$ cat src/rtl/axi4_pkg.sv
// Shared AXI4-Stream types for the stream checker and its buffer.
package axi4_pkg;

  localparam int AXI_DATA_W = 64;
  localparam int AXI_DEST_W = 4;

  typedef logic [AXI_DATA_W-1:0] axi_data_t;
  typedef logic [AXI_DEST_W-1:0] axi_dest_t;

  // Receive progress of the checker for one packet
  typedef enum logic [1:0] {
    IDLE,
    RECV,
    DONE
  } axis_chk_state_t;

  // Marker in first_err_idx meaning no mismatching beat seen yet
  localparam logic [7:0] NO_ERR_IDX = 8'hFF;

  // Error counter ceiling
  localparam logic [15:0] ERR_MAX = 16'hFFFF;

endpackage

$ cat src/rtl/axis_chk_buffer.sv
// DEPTH x 64 simple dual-port capture buffer: one write port fed by the
// stream handshake, one registered read port for post-mortem inspection.
module axis_chk_buffer
  import axi4_pkg::*;
#(
  parameter int DEPTH = 24
) (
  input  logic                     CLK,
  input  logic                     RST,
  input  logic                     wr_en,
  input  logic [$clog2(DEPTH)-1:0] wr_addr,
  input  axi_data_t                wr_data,
  input  logic [$clog2(DEPTH)-1:0] rd_addr,
  output axi_data_t                rd_data
);

  axi_data_t mem [DEPTH];
  axi_data_t rdData_q;

  // Capture each accepted beat; contents are not cleared by reset
  always_ff @(posedge CLK) begin
    if (wr_en) begin
      mem[wr_addr] <= wr_data;
    end
  end

  // Registered read port, zeroed by reset so the output starts defined
  always_ff @(posedge CLK) begin
    if (RST) begin
      rdData_q <= '0;
    end else begin
      rdData_q <= mem[rd_addr];
    end
  end

  assign rd_data = rdData_q;

endmodule

$ cat config.mk
export PLATFORM = sky130hd
export DESIGN_NAME = axis_chk_buffer
export DESIGN_NICKNAME = d
export VERILOG_FILES = /design/src/rtl/axi4_pkg.sv /design/src/rtl/axis_chk_buffer.sv
export SDC_FILE = /design/constraint.sdc
export NUM_CORES = 1
export LEC_CHECK = 0
export ABC_CLOCK_PERIOD_IN_PS = 7300
export CAP_MARGIN = 20
export CORE_MARGIN = 2
export CORE_UTILIZATION = 45
export CTS_CLUSTER_DIAMETER = 30
export DETAILED_ROUTE_END_ITERATION = 12
export HOLD_SLACK_MARGIN = 0.15
export PLACE_DENSITY = 0.64
export SLEW_MARGIN = 0
export SYNTH_ARGS = -nofsm -noshare
export SYNTH_HDL_FRONTEND = slang
export SYNTH_SLANG_ARGS = --single-unit
export TNS_END_PERCENT = 30
$ cat constraint.sdc
create_clock -name CLK -period 7.3 [get_ports CLK]
set_input_delay 0.73 -clock CLK [delete_from_list [all_inputs] [get_ports CLK]]
set_output_delay 0.73 -clock CLK [all_outputs]
set_load 0.005 [all_outputs]
# --- Yosys cells after proc, flatten, opt, wreduce, memory -nomap -nowiden ---
# Memories as Yosys holds them, arrays and structs flattened. A register that Yosys moved wholly into a read port is not among the register bits.
# Cells that the tools add are included.
word_totals:
  register_bits: 0
  latchBits: 0
  ramBits: 1536
  romBits: 0
  inputBits: 77
  output_inout_bits: 64
  wordCells: 3
  mem_count: 1
op_classes:
  add_sub_neg: 0
  multipliers: 0
  n_div: 0
  n_lt_le_gt_ge: 0
  eq_ne: 0
  n_shift: 0
  n_mux: 2
  bitwise_logic: 0
  n_reduce_logical: 0
memory_table:
  columns: ["name", "depth", "width", "rd", "rd_ports_with_merged_regs", "write_ports", "line_no", "source"]
  rows:
  - ["mem", 24, 64, 1, 1, 1, "axis_chk_buffer.sv:17", "axi_data_t mem [DEPTH];"]
op_table:
  columns: ["op", "count"]
  rows:
  - ["1-bit two-way mux", 2]

# --- Logic depth before layout (Yosys ltp) ---
# Gate-level depths: netlist of run 1.
depth:
  depth_word: 2
  depth_mapped: 8
  ltp_nobuf: 4

# --- Worst setup path before layout of run 1 ---
# OpenSTA, ideal clock, no wires.
synth_path:
  path_kind: "input-to-reg"
  startpoint: "input port wr_addr[1]"
  endpoint: "memory mem[20][0] (netlist name), enable pin"
  setup_ns: 0.486
  arrival_time_ns: 4.037
  slack_ns: 2.776
  path_stages: 3
  path_cell_list: "or3b_2 -> clkbuf_1 -> nor2_1"
synth_rtl:
  columns: ["element", "line_no", "source"]
  rows:
  - ["start: declaration", "axis_chk_buffer.sv:11", "input logic [$clog2(DEPTH)-1:0] wr_addr,"]
  - ["end: declaration", "axis_chk_buffer.sv:17", null]
# No word-level cell before the write port.

==> results of run 1 <==
==> layout make-up <==
cell class                      count  area, µm²  area share
Antenna cell                        4       10.0    0.000135
Clock buffer                      340       7960       0.108
Clock inverter                    201       2240      0.0303
Inverter                            1       8.76    0.000119
Multi-Input combinational cell   1135      12000       0.162
Sequential cell                  1600      47400       0.642
Tap cell                         1768       2210      0.0299
Timing Repair Buffer              213       2050      0.0277
==> through the flow <==
step / hold WS (ns) / power, µW / setup slack [ns]
after floorplan: 0.564 / 10900 / 2.78
after global placement: 0.592 / 11300 / 3.32
after detailed placement: 0.599 / 11400 / 3.30
after CTS: 0.507 / 25100 / 4.16
after global routing: 0.577 / 25600 / 4.05
final: 0.543 / 25000 / 4.15
==> sequential cells by signal (all words and copies together), names as in the netlist <==
name     flops
rd_data     64
mem       1536
==> cells by family (layout without fill, tap and decap cells) <==
| family | after synthesis | in the layout | share of synthesized area |
|---|---|---|---|
| simple gates | 204 | 204 | 0.0155 |
| buf+inv | 162 | 755 | 0.0162 |
| mux | 640 | 640 | 0.146 |
| compound gates | 291 | 291 | 0.0335 |
| other cells | 0 | 4 | 0 |
| flops | 1600 | 1600 | 0.788 |
==> synthesized netlist by cell type <==
cell and number:
nor2_2 2, nand3b_1 4, nand2b_1 1, inv_2 1, clkbuf_1 54, and2_1 2, mux2i_1 448, nand4_1 29
or3_1 2, a21oi_1 35, buf_2 37, buf_1 9, nand3_1 36, o21ai_1 59, buf_6 25, clkbuf_4 2
nor2_1 27, dfxtp_1 64, a22oi_1 64, a221oi_1 64, nand2_1 96, or3b_2 2, buf_4 34, o211ai_1 64
edfxtp_1 1536, o21ai_0 5, mux4_2 192, nor2b_1 3
==> metal layers <==
| layer | GRT usage | vias to the layer above | part of all wire |
|---|---|---|---|
| met2 | 0.352 | 1538 | 0.47 |
| met5 | 0 | - | 0.00053 |
| met4 | 0.0717 | 14 | 0.023 |
| met1 | 0.307 | 16200 | 0.41 |
| met3 | 0.0611 | 284 | 0.095 |
| li1 | - | 12800 | - |
==> power groups by stage <==
stage,Combinational [µW],Sequential [µW],Clock [µW]
2_1_floorplan,483,10400,0
4_1_cts,905,10300,13900
3_3_place_gp,876,10400,0
6_report,902,10300,13800
5_1_grt,960,10300,14400
3_5_place_dp,899,10500,0
==> worst min-delay path: cells and delay by family <==
| family | cells | cell delay, ns |
|---|---|---|
| and+or+nand+nor | 2 | 0.14 |
| muxes | 1 | 0.16 |
| buffers and inverters | 1 | 0.19 |
| AOI/OAI and AO/OA | 1 | 0.09 |
==> final timing paths <==
check                              endpoint  cells past startpoint  slack (ns)   startpoint
worst max-delay path            rd_data[46]                      6        4.15   rd_addr[2]
worst min-delay path            rd_data[56]                      5        0.54   rd_addr[0]
worst max register to register  rd_data[25]                      3        5.69  mem[23][25]
worst min register to register  rd_data[52]                      4        0.59   mem[6][52]
==> metrics.yaml, run 1 <==
crit_arrival_ns: 3.86
root_buffer: "clkbuf_16"
syn-num-nets: 2974
final_core_util: 0.555
vias: 30900
drtIter0Drc: 3607
dp_hpwl_um: 76300
drv_cap: 0
syn_area_per_cell_um2: 20.8
drc: 0
power.share.switching: 0.210
grt_max_degree: 99
die_w_um: 370
ys_ff_latch: 1600
fin_nets: 3332
critPathKind: "in -> reg"
wl_per_cell_um: 29.2
clock_skew_ns: 0.0445
cts_made_buffers: 304
min_path_type: "in -> reg"
fp-row-count: 134
dpl_cell_area_mm2: 0.0636
initial_core_util: 0.452
power_frac_comb: 0.036
seqPwrFrac: 0.412
gp_congestion: 0.769
worstSkewPairLatency_ns: 0.88
layout-drive-gt1-share: 0.229
finalCriticalPeriod_ns: 3.15
grt_pass1_vias: 31900
filler_cell_count: 9825
io_pins: 141
start_kind: "input pin"
cp-end-kind: "register"
fin_tns_setup_ns: 0
rsz0062_at_grt: "no"
mostFrequentLayoutCells: "edfxtp_1 (1,536), mux2i_1 (448), clkbuf_16 (312)"
post-place-cells: 4716
h-tree-depth: 5
wl_um: 154000
slew_violations: 0
netlist_instances: 2897
period_share: 0.431
relSlewSlack: 0.258
power_density_mw_per_mm2: 338
leakage_uw: 0.0248
finalSetupViolCount: 0
path_clk_slew_ns: 0.06
p_switching_uw: 5240
vdd_drop_max_v: 0.000247
die_area_mm2: 0.137
clk_path_buf_depth: 4
synthDominantCellAreaShare: 0.767
antenna_found_initial: 10
worstMarginPinSlew_ns: 1.11
crit_path_cell_trace: "buf_8 -> buf_4 -> buf_4 -> mux4_2 -> mux2i_1 -> o211ai_1"
core-area_mm2: 0.133
syn2layout_area_growth_pct: 22.9
dieHeight_um: 370
grt-ovfl-total: 0
cts_resized: 0
io_buffers: 140
p_int_uw: 19700
drt_first_pass_iters: 5
max_clock_freq_mhz: 318
cts-hold-fix-buffers: 0
yosys_warnings: 0
grt_pass1_wl_um: 220000
synth_cell_types: 28
hold_viol: 0
mostFrequentLayoutCell: "edfxtp_1"
clock_sinks: 1600
ant_nets: 0
cp_max_fo: 98
crit_slowest_cell: "buf_4"
slowest_delay_ns: 0.78
syn_area_mm2: 0.0601
path_buf_inv: 3
synth_top_cell_by_area: "edfxtp_1"
worstPathRequired_ns: 8.01
ys_top_cells_by_area: "edfxtp_1 (77%), mux2i_1 (7.5%), mux4_2 (7.2%), dfxtp_1 (2.1%), a221oi_1 (0.93%)"
final_cell_count_no_fill: 5262
cts_tree: "built"
seq_area_frac_synth: 0.788
stdcell_area_mm2: 0.0739
post_cts_buffers: 0
status: "finished, final reports clean"
cpMostUsedCell: "buf_4"
pwr-share-clk: 0.552
grt_usage: 0.225
vias_per_cell: 5.86
crit_family: "buffers and inverters"
No activity file was read; power rests on OpenSTA's default activity.
==> run 2, diff against run 1 <==
Settings changed: ABC_CLOCK_PERIOD_IN_PS 7300 to 2600, PLACE_DENSITY 0.64 to 0.66.
Clock period 7.3 ns to 2.6 ns, I/O delays scaled along.
==> metrics.yaml, run 2 (synthesis results as in run 1) <==
status: "finished, final reports clean"
initial_core_util: 0.452
dpl_cell_area_mm2: 0.0657
fin_nets: 3521
finalSetupViolCount: 0
start_kind: "register"
die_area_mm2: 0.137
crit_slowest_cell: "clkdlybuf4s50_1"
worstMarginPinSlew_ns: 0.995
drt_first_pass_iters: 5
grt_pass1_vias: 32700
finalCriticalPeriod_ns: 2.20
power.share.switching: 0.210
grt_usage: 0.217
rsz0062_at_grt: "no"
dieHeight_um: 370
regMostFlops: "mem"
wl_um: 148000
clock_sinks: 1600
hold_viol: 0
layout-drive-gt1-share: 0.262
vias_per_cell: 5.70
leakage_uw: 0.0261
cp_max_fo: 1
path_clk_slew_ns: 0.05
cp-end-kind: "output port"
fin_tns_setup_ns: 0
die_w_um: 370
io_pins: 141
post_cts_buffers: 0
path_buf_inv: 1
slowest_delay_ns: 0.57
largest_reg_flops: 1536
grt_pass1_wl_um: 217000
cts-hold-fix-buffers: 15
critPathKind: "reg -> out"
mostFrequentLayoutCells: "edfxtp_1 (1,536), mux2i_1 (448), clkbuf_16 (329)"
drc: 0
relSlewSlack: 0.335
wl_per_cell_um: 27.0
vias: 31200
period_share: 0.844
core-area_mm2: 0.133
p_int_uw: 56700
pwr-share-clk: 0.557
clk_path_buf_depth: 4
h-tree-depth: 5
clock_skew_ns: 0.0653
drv_cap: 0
syn2layout_area_growth_pct: 27.3
antenna_found_initial: 2
crit_family: "buffers and inverters"
final_cell_count_no_fill: 5467
power_frac_comb: 0.040
dp_hpwl_um: 84200
root_buffer: "clkbuf_16"
seqPwrFrac: 0.402
grt-ovfl-total: 0
crit_arrival_ns: 1.94
gp_congestion: 0.757
mostFrequentLayoutCell: "edfxtp_1"
grt_max_degree: 65
vdd_drop_max_v: 0.000695
min_path_type: "in -> reg"
slew_violations: 0
power_density_mw_per_mm2: 937
post-place-cells: 4868
ant_nets: 0
cts_resized: 0
io_buffers: 140
p_switching_uw: 15100
cts_tree: "built"
hold_slack_ns: 0.196
worstPathRequired_ns: 2.34
worstSkewPairLatency_ns: 0.89
cts_made_buffers: 327
fp-row-count: 134
max_clock_freq_mhz: 456
drtIter0Drc: 3096
stdcell_area_mm2: 0.0766
crit_path_cell_trace: "clkdlybuf4s50_1"
==> run 2: changes by cell type in the layout (fill, tap and decap cells not counted), sizes merged <==
cell | previous run | this run
buf | 76 | 227
bufinv | 35 | 32
clkbuf | 340 | 382
clkinv | 96 | 95
clkinvlp | 34 | 36
diode | 4 | 3
dlygate4sd3 | 0 | 15
==> run 2: cell type report <==
class	count	area [µm²]
antenna	3	7.51
clock buffer	382	8570
clock inverter	199	2090
fill	9611	56600
inverter	1	8.76
multi-input combinational	1135	12000
sequential	1600	47400
tap	1768	2210
timing repair buffer	379	4280
==> run 2: worst paths after layout <==
| check | startpoint | to | slack (ns) | cells past startpoint |
|---|---|---|---|---|
| setup / recovery | rd_data[1] | rd_data[1] | 0.40 | 1 |
| hold / removal | wr_data[43] | mem[3][43] | 0.20 | 2 |
| setup reg to reg | mem[23][1] | rd_data[1] | 0.86 | 3 |
| hold reg to reg | mem[6][10] | rd_data[10] | 0.62 | 4 |
==> run 2: per-stage QoR <==
step | total power (µW) | utilization | setup slack (ns)
after floorplan | 30600 | - | -0.443
after global placement | 32200 | 0.494 | 0.100
after detailed placement | 32200 | 0.494 | 0.118
after CTS | 72200 | 0.575 | 0.328
after global routing | 73700 | 0.575 | 0.330
final | 71700 | 0.575 | 0.405
==> run 2: power groups by stage <==
stage / clock [µW] / combinational, µW / sequential [µW]
after global routing: 41800 / 3080 / 28800
after CTS: 40400 / 2930 / 28800
after floorplan: 0 / 1360 / 29300
after detailed placement: 0 / 2890 / 29300
final: 40000 / 2900 / 28800
after global placement: 0 / 2860 / 29300
==> run 2: routing by layer <==
metal | global-route usage | routed length (µm) | vias up
li1 | - | - | 13200
met1 | 0.300 | 60600 | 16300
met2 | 0.352 | 72300 | 1404
met3 | 0.0481 | 12100 | 219
met4 | 0.0561 | 2590 | 0
met5 | 0 | 0 | -
